<file path="config.mk">
export PLATFORM = sky130hd
export DESIGN_NAME = robertson_seq
export DESIGN_NICKNAME = d
export VERILOG_FILES = /design/src/rtl/robertson_seq.sv
export SDC_FILE = /design/constraint.sdc
export NUM_CORES = 1
export LEC_CHECK = 0
export ABC_AREA = 0
export CAP_MARGIN = 25
export CORE_UTILIZATION = 45
export DETAILED_ROUTE_END_ITERATION = 8
export PLACE_DENSITY = 0.68
export SYNTH_ARGS = -nofsm -noshare
export SYNTH_HDL_FRONTEND = slang
export SYNTH_SLANG_ARGS = --single-unit
</file>
<file path="constraint.sdc">
create_clock -name clk -period 3.59 [get_ports clk]
set_input_delay 0.5385 -clock clk [delete_from_list [all_inputs] [get_ports clk]]
set_output_delay 0.5385 -clock clk [all_outputs]
set_load 0.02 [all_outputs]
</file>
<file path="src/rtl/robertson_seq.sv">
// Robertson signed shift-add multiplier: one add/subtract per clock over dw iterations,
// with a final subtract that corrects for the weight of the multiplier sign bit.
module robertson_seq #(
    parameter int unsigned dw = 8
) (
    input  logic              clk,
    input  logic              reset,
    input  logic              start,
    input  logic [dw-1:0]     multiplicand,
    input  logic [dw-1:0]     multiplier,
    output logic              ready,
    output logic              busy,
    output logic              done,
    output logic [2*dw-1:0]   product
);

    localparam int unsigned CW = $clog2(dw);

    typedef enum logic [1:0] {StIdle, StCalc, StCorr, StDone} state_e;

    state_e            state_q, state_d;
    logic [dw:0]       a_q, a_d;
    logic [dw-1:0]     q_q, q_d;
    logic [dw-1:0]     m_q, m_d;
    logic [CW-1:0]     cnt_q, cnt_d;
    logic [2*dw-1:0]   prod_q, prod_d;
    logic [dw:0]       m_ext;
    logic [dw:0]       sum;

    assign m_ext = {m_q[dw-1], m_q};

    // Shared adder: subtract only in the sign-correction step.
    always_comb begin
        sum = a_q;
        if (q_q[0]) begin
            sum = (state_q == StCorr) ? (a_q - m_ext) : (a_q + m_ext);
        end
    end

    always_comb begin
        state_d = state_q;
        a_d     = a_q;
        q_d     = q_q;
        m_d     = m_q;
        cnt_d   = cnt_q;
        prod_d  = prod_q;
        unique case (state_q)
            StIdle: begin
                if (start) begin
                    m_d     = multiplicand;
                    q_d     = multiplier;
                    a_d     = '0;
                    cnt_d   = '0;
                    state_d = StCalc;
                end
            end
            StCalc: begin
                a_d   = {sum[dw], sum[dw:1]};
                q_d   = {sum[0], q_q[dw-1:1]};
                cnt_d = cnt_q + 1'b1;
                if (cnt_q == CW'(dw - 2)) begin
                    state_d = StCorr;
                end
            end
            StCorr: begin
                a_d     = {sum[dw], sum[dw:1]};
                q_d     = {sum[0], q_q[dw-1:1]};
                // Load the result on entry to DONE so it is visible alongside done.
                prod_d  = {sum[dw:1], sum[0], q_q[dw-1:1]};
                state_d = StDone;
            end
            StDone: begin
                state_d = StIdle;
            end
            default: begin
                state_d = StIdle;
            end
        endcase
    end

    always_ff @(posedge clk) begin
        if (reset) begin
            state_q <= StIdle;
            a_q     <= '0;
            q_q     <= '0;
            m_q     <= '0;
            cnt_q   <= '0;
            prod_q  <= '0;
        end else begin
            state_q <= state_d;
            a_q     <= a_d;
            q_q     <= q_d;
            m_q     <= m_d;
            cnt_q   <= cnt_d;
            prod_q  <= prod_d;
        end
    end

    assign ready   = (state_q == StIdle);
    assign busy    = (state_q == StCalc) || (state_q == StCorr);
    assign done    = (state_q == StDone);
    assign product = prod_q;

endmodule

</file>
=== Word-level counts from Yosys, hierarchy flattened ===
Index checks and enable logic that the tools add are counted.

* Register bits after elaboration: 46
* Input bits: 19
* Output and inout port bits: 19
* Logic and storage cells: 35

* Add/subtract/negate cells: 3
* Eq/ne operators: 6
* Mux-type cells: 11
* Reduce and logical (&&, ||, !) cells: 9

{| class="wikitable"
|+ Operators by type and width
! operator !! number
|-
| $mux W9 || 3
|-
| $pmux W9 S2 || 1
|-
| $pmux W8 S2 || 1
|-
| $add A9 B9 Y9 || 1
|-
| $sub A9 B9 Y9 || 1
|-
| $mux W8 || 1
|-
| $pmux W2 S4 || 1
|-
| $reduce_and A2 Y1 || 4
|-
| $pmux W3 S2 || 1
|-
| $eq A2 B2 Y1 const B || 2
|-
| $mux W2 || 2
|-
| $ne A2 B2 Y1 const B || 2
|-
| $reduce_bool A2 Y1 || 2
|-
| $add A3 B1 Y3 const B || 1
|-
| $eq A3 B3 Y1 const B || 1
|-
| $mux W3 || 1
|-
| $eq A2 B1 Y1 const B || 1
|-
| $logic_not A2 Y1 || 1
|-
| $reduce_or A2 Y1 || 1
|-
| $logic_or A1 B1 Y1 || 1
|}

=== Depth between registers and ports, before layout ===
Gate-level depths: netlist of the first run.

* Depth in word-level cells: 4
* Depth in mapped cells: 12
* Depth with buffers taken out: 10

=== Worst setup path after synthesis of the first run ===
OpenSTA, ideal clock, no wires.

* Path type: register to register
* Start: reg state_q[0]
* End: reg a_q[7]
* Library setup time: 0.062 ns
* Data arrival time: 2.815 ns
* Data required time: 3.528 ns
* Setup slack: 0.714 ns
* Stages on the path, launching flop included: 12
* Buffers on the path: 2
* Period minus slack after synthesis: 2.876 ns
* Cells stage by stage: dfxtp_1 > inv_1 > ha_1 > buf_2 > buf_1 > mux2i_1 > fa_1 > a211oi_2 > nor4b_2 > or3_1 > a311o_1 > nand3_1

* Longest elaborated chain between the ends: 4
* Elaborated cells on any way between the ends: 10
* Those cells by class: 3 x eq/ne; 3 x mux; 4 x reduce/logical

{| class="wikitable"
|+ Ends and longest elaborated chain
! element !! RTL line !! text
|-
| start: declaration || 21 || <nowiki>state_e state_q, state_d;</nowiki>
|-
| start signal: assignment || 83 || <nowiki>state_q <= StIdle;</nowiki>
|-
| start signal: assignment || 90 || <nowiki>state_q <= state_d;</nowiki>
|-
| $eq A2 B2 Y1 / $eq A2 B1 Y1 (equally long branches) || 36, 47 ||
|-
| $mux W9 / $reduce_or A2 Y1 (equally long branches) || - ||
|-
| $mux W9 / $reduce_bool A2 Y1 (equally long branches) || - ||
|-
| $pmux W9 S2 / $reduce_and A2 Y1 (equally long branches) || - ||
|-
| end signal: assignment || 84 || <nowiki>a_q <= '0;</nowiki>
|-
| end signal: assignment || 91 || <nowiki>a_q <= a_d;</nowiki>
|-
| end: declaration || 22 || <nowiki>logic [dw:0] a_q, a_d;</nowiki>
|}

Parallel ways exist; a longest one is shown, timed or not.
A chain may end at the register's enable or synchronous reset.

=== Final worst setup path of the first run ===
Ends and elaborated chain as after synthesis.

==> impl_metrics.csv, run 1 <==
group,metric,value,unit
floorplanning,die_y,76.6,um
floorplanning,core,0.00524,mm2
synthesis,ys_ff_latch,45,
timing,min_period,3080,ps
timing,hold_violations,0,
placed_design,dp.cells,393,
pwr,internal_power,1600,uW
worst_setup_path,cp-start-kind,"flip-flop",
synthesis,syn-cell-area,0.00250,mm2
worst_setup_path,cpPeakStageDelay,400,ps
drt,drtAntennaViolNets,0,
global_routing,grt_pass1_vias,2009,
global_routing,track_usage,0.200,
pwr,switching_share,0.429,
cells_and_area,n_antenna_cell,0,
cells_and_area,area_delta_synth_final,22.6,%
cells_and_area,final_util,0.586,
drt,via_count,2197,
worst_setup_path,cp_slowest_cell,"or3_1",
cells_and_area,nets,365,
placed_design,port_buffers,37,
drt,finalWirelength,5570,um
worst_setup_path,reg2regPathDepth,11,
hold_path,hold_depth,2,
timing,tightest_slew,662,ps
floorplanning,die_x,76.6,um
synthesis,synth_top_area_frac,0.360,
pwr,leakagePower,0.00114,uW
worst_setup_path,crit_fanout,12,
floorplanning,io_pins,38,
clocking,numCtsBuffers,5,
synthesis,synth.distinct_cells,48,
clocking,clk_pin_slew,90,ps
worst_setup_path,critPathMostFrequentCell,"ha_1",
clocking,clkSinkCount,45,
synthesis,synth.area.top_cells,"dfxtp_1, mux2i_1, ha_1, nor2_1, a211oi_1",
cells_and_area,final_common_cell,"dfxtp_1",
clocking,postCtsSetupBuffers,0,
synthesis,synthCells,298,
clocking,clock_latency,300,ps
flow_run,drv_cap,0,
cells_and_area,final_layout_size_suffix_gt1_frac,0.0695,
global_routing,grt_overflow,0,
clocking,cts-resized-gates,0,
cells_and_area,stdcell_count,401,
synthesis,yosysSeqAreaShare,0.360,
pwr,max-vdd-ir-drop,394,uV
global_routing,grt_pass1_wl,9490,um
pwr,pwr-share-clk,0.161,
floorplanning,die_area,0.00587,mm2
hold_path,hold_path_class,"reg -> reg",
synthesis,synth_edf_count,0,
worst_setup_path,path_cells,"inv_1 > ha_1 > buf_4 > a31oi_1 > xnor2_1 > ha_1 > a211oi_1 > o21bai_1 > or3_1 > a311o_1 > nand3_1",
pwr,p_per_area,914,mW/mm2
drt,drt_pass1_iterations,4,
synthesis,synth_top_area_cell,"dfxtp_1",
timing,final-setup-viol-count,0,
synthesis,yosysWarnings,0,
worst_setup_path,timing.rr.start,"state_q[0]",
drt,wl_per_cell,13.9,um
drt,drtIter0Drc,160,
clocking,ctsRootBufferMaster,"clkbuf_8",
pwr,combPwrFrac,0.580,
drt,routed_via_density,5.48,
timing,tns,0,ps
worst_setup_path,end_kind,"flip-flop",
placed_design,place.gp.congestion,0.859,
floorplanning,start_util,0.478,
floorplanning,num_rows,26,
worst_setup_path,crit_type,"reg -> reg",
hold_path,hp-start,"product[11]",
synthesis,ys.flop_type,"dfxtp_1",
clocking,htreeDepth,2,
synthesis,syn_avg_cell_area,8.40,um2
timing,max_freq,325,MHz
worst_setup_path,reg2reg_to,"a_q[7]",
worst_setup_path,r2r_slack,510,ps
global_routing,antenna_found_initial,0,
worst_setup_path,cp.arrival,3320,ps
timing,fin_crit_sh,0.858,
synthesis,syn-num-nets,333,
timing,rsz0062_at_grt,"false",
timing,finClkSkew,5.03,ps
placed_design,dpl.hpwl,4070,um
clocking,cts_buffer_depth,2,
global_routing,grt_start_max_net_pins,26,
hold_path,hold_end,"product[11]",
worst_setup_path,required,3830,ps
run_status,status,"finished clean",
timing,relSlewSlack,0.559,
timing,finalMaxSlewViolations,0,
pwr,switchingPower,1200,uW
clocking,cts_tree,"yes",
cells_and_area,final_cell_mix,"dfxtp_1, nor2_1, clkdlybuf4s50_1",
synthesis,async_flop_share,0,
drt,drc,0,
pwr,power_frac_seq,0.259,
clocking,postCtsHoldBufs,0,
cell usage after synthesis (3+ instances only):
master	number
a211oi_1	16
a21oi_1	19
a22oi_1	3
and4_1	3
buf_1	3
buf_2	3
clkbuf_1	12
dfxtp_1	45
ha_1	15
inv_1	11
mux2i_1	23
nand2_1	26
nand2b_1	5
nand3b_1	3
nor2_1	44
nor3_1	7
o21ai_0	13
xnor2_1	7
cell families (layout without fill, tap and decap cells):
family	count (synthesis)	in the layout	share of synthesized area
AOI/OAI and AO/OA	73	73	0.194
xor gates and xnor gates	8	8	0.0280
adders and majority gates	16	16	0.0830
buffers and inverters	29	62	0.0450
DFF	45	45	0.360
muxes	24	24	0.0965
and+or+nand+nor	103	103	0.194
power by group through the flow:
stage	logic, uW	registers [uW]	clock network, uW
global placement	1600	734	0
detailed placement	1610	737	0
global route	1810	745	478
CTS	1630	726	460
floorplan	1190	755	0
finish	1630	726	453
metal layers:
layer / part of all wire / global-route usage / routed length, um / up-vias
met1: 0.46 / 0.254 / 2550 / 1031
met3: 0.049 / 0.0503 / 271 / 6
met2: 0.48 / 0.338 / 2700 / 42
met4: 0.0083 / 0.0500 / 46 / 0
li1: - / - / - / 1118
met5: 0 / 0 / 0 / -
per-stage QoR:
step	worst slack, ps	area (um2)	hold WS (ps)	total power, uW
finish	511	3070	488	2810
global route	298	3070	534	3040
CTS	517	3070	489	2810
detailed placement	525	2940	477	2350
global placement	540	2940	474	2330
floorplan	714	2500	446	1940
registers in the layout, indices dropped and copies added, names as in the netlist:
register  cells
a_q           8
cnt_q         3
m_q           8
product      16
q_q           8
state_q       2
critical path, delay by kind of cell, from the launching register on:
kind / cells / cell delay [ps]
AO/OA/AOI/OAI: 4 / 1080
XOR/XNOR: 1 / 180
adder cells (fa/ha/maj): 2 / 640
buffers and inverters: 2 / 290
flip-flops: 1 / 380
AND/OR/NAND/NOR: 2 / 480
worst max path at each step:
stage | from | slack, ps | cells past startpoint | end
3_3_place_gp | state_q[0] | 540 | 11 | a_q[7]
2_1_floorplan | state_q[0] | 710 | 11 | a_q[7]
5_1_grt | state_q[0] | 300 | 11 | a_q[7]
4_1_cts | state_q[0] | 520 | 11 | a_q[7]
6_report | state_q[0] | 510 | 11 | a_q[7]
3_5_place_dp | state_q[0] | 520 | 11 | a_q[7]
area by class of cell:
| type | count | area, um2 |
|---|---|---|
| Fill cell | 493 | 2170 |
| Tap cell | 70 | 87.6 |
| Multi-Input combinational cell | 224 | 1490 |
| Clock buffer | 5 | 68.8 |
| Clock inverter | 3 | 65.1 |
| Timing Repair Buffer | 43 | 415 |
| Inverter | 11 | 41.3 |
| Sequential cell | 45 | 901 |
Note: power is estimated with default switching activity, not from simulation.
==> run 2: changes to the inputs <==
Settings changed: GPL_TIMING_DRIVEN set to 0.
==> impl_metrics.csv, run 2 (same netlist as run 1, synthesis figures left out) <==
group,metric,value,unit
run_status,status,"finished clean",
worst_setup_path,cp-start-kind,"flip-flop",
pwr,total_power,2720,uW
cells_and_area,largest_register_ffs,16,
floorplanning,num_rows,26,
drt,drtAntennaViolNets,0,
drt,drt-met1-wl,2870,um
timing,hold_violations,0,
drt,routed.top_layer,"met4",
worst_setup_path,path_cells,"inv_1 > ha_1 > buf_2 > clkbuf_2 > a21oi_1 > xnor2_1 > ha_1 > o21ai_0 > o21bai_1 > or3_1 > a311o_1 > nand3_1",
drt,wl_per_cell,14.1,um
cells_and_area,final_cell_mix,"dfxtp_1, nor2_1, clkdlybuf4s50_1",
worst_setup_path,cpPeakStageDelay,400,ps
clocking,cts_tree,"yes",
pwr,switchingPower,1220,uW
timing,tightest_slew,718,ps
worst_setup_path,critPathMostFrequentCell,"ha_1",
worst_setup_path,crit_type,"reg -> reg",
timing,final-setup-viol-count,0,
timing,max_freq,302,MHz
timing,finalMaxSlewViolations,0,
clocking,postCtsSetupBuffers,0,
placed_design,place.gp.congestion,0.886,
worst_setup_path,cp_num_buf_inv,3,
worst_setup_path,end_kind,"flip-flop",
timing,min_period,3310,ps
pwr,internal_power,1500,uW
worst_setup_path,crit_fanout,18,
pwr,pwr-share-clk,0.131,
placed_design,dpl.hpwl,4370,um
hold_path,hold_path_class,"reg -> reg",
pwr,power_frac_seq,0.265,
drt,met2_length,2660,um
global_routing,grt_pass1_wl,9630,um
floorplanning,start_util,0.478,
worst_setup_path,required,3840,ps
clocking,cts_buffer_depth,2,
timing,fin_crit_sh,0.923,
floorplanning,core,0.00524,mm2
clocking,clk_pin_slew,90,ps
drt,drc,0,
clocking,clkSinkCount,45,
timing,finClkSkew,9.70,ps
pwr,leakagePower,0.00112,uW
pwr,max-vdd-ir-drop,514,uV
drt,drtIter0Drc,111,
floorplanning,die_y,76.6,um
worst_setup_path,cp_slowest_cell,"or3_1",
worst_setup_path,critPathTopFamily,"compound AO/OA/AOI/OAI gates",
drt,routed_via_density,5.48,
placed_design,port_buffers,36,
timing,hold_slack,489,ps
flow_run,drv_cap,0,
drt,finalWirelength,5790,um
clocking,htreeDepth,2,
global_routing,grt_pass1_vias,1997,
cells_and_area,final_common_cell,"dfxtp_1",
floorplanning,die_area,0.00587,mm2
pwr,combPwrFrac,0.604,
timing,rsz0062_at_grt,"false",
global_routing,track_usage,0.207,
floorplanning,io_pins,38,
global_routing,grt_start_max_net_pins,19,
drt,wl_met3,217,um
cells_and_area,area_delta_synth_final,22.0,%
global_routing,antenna_found_initial,0,
pwr,switching_share,0.449,
drt,via_count,2251,
pwr,p_per_area,891,mW/mm2
cells_and_area,final_layout_size_suffix_gt1_frac,0.0616,
clocking,ctsRootBufferMaster,"clkbuf_8",
worst_setup_path,cp.arrival,3560,ps
global_routing,grt_overflow,0,
clocking,numCtsBuffers,5,
floorplanning,die_x,76.6,um
drt,drt_pass1_iterations,4,
clocking,clock_latency,300,ps
timing,relSlewSlack,0.522,
cells_and_area,nets,375,
cells_and_area,n_antenna_cell,0,
run 2: changes by cell type in the layout (fill, tap and decap cells not counted), sizes merged:
cell           previous run  this run
clkbuf                    5        20
bufinv                    2         0
clkdlybuf4s50            37        36
inv                      11        12
clkinv                    1         0
buf                       6         4
run 2: what timing repair did:
action / CTS / global route
cloned: 0 / 0
hold buffers: 0 / 0
endpoints found under the setup margin: 3 / 5
gates resized for setup: 0 / 1
run 2: power by group through the flow:
stage	Combinational, uW	Sequential (uW)	Clock (uW)
global placement	1620	730	0
global route	1810	738	388
finish	1640	722	356
CTS	1640	720	367
floorplan	1190	755	0
detailed placement	1640	730	0
run 2: per-stage QoR:
step	std cells	setup TNS (ps)	setup slack, ps	area [um2]	util
6_report	411	0	277	3050	0.583
5_1_grt	411	0	35.2	3050	0.583
4_1_cts	411	0	140	3050	0.583
3_5_place_dp	404	-33.9	-33.9	2950	0.564
3_3_place_gp	404	0	37.8	2950	0.564
2_1_floorplan	298	0	714	2500	-
run 2: worst paths after layout:
path	slack, ps	depth (start not counted)	from	to
setup / recovery	280	12	state_q[0]	a_q[7]
hold / removal	490	2	product[11]	product[11]
setup reg to reg	280	12	state_q[0]	a_q[7]
hold reg to reg	490	2	product[11]	product[11]
run 2: layout make-up:
class	instances	area, um2
fill	514	2180
timing repair buffer	36	360
multi-input combinational	224	1490
clock inverter	1	8.76
inverter	11	41.3
tap	70	87.6
buffer	17	68.8
sequential	45	901
clock buffer	7	96.3
run 2: metal layers:
metal | GRT usage | up-vias
met1 | 0.280 | 1060
met4 | 0.0538 | 0
li1 | - | 1141
met3 | 0.0383 | 6
met5 | 0 | -
met2 | 0.336 | 44
run 2: worst min-delay path: stages (launching register included):
cell and delay, ps:
dfxtp_1 320, nor2_1 80, a211oi_1 50
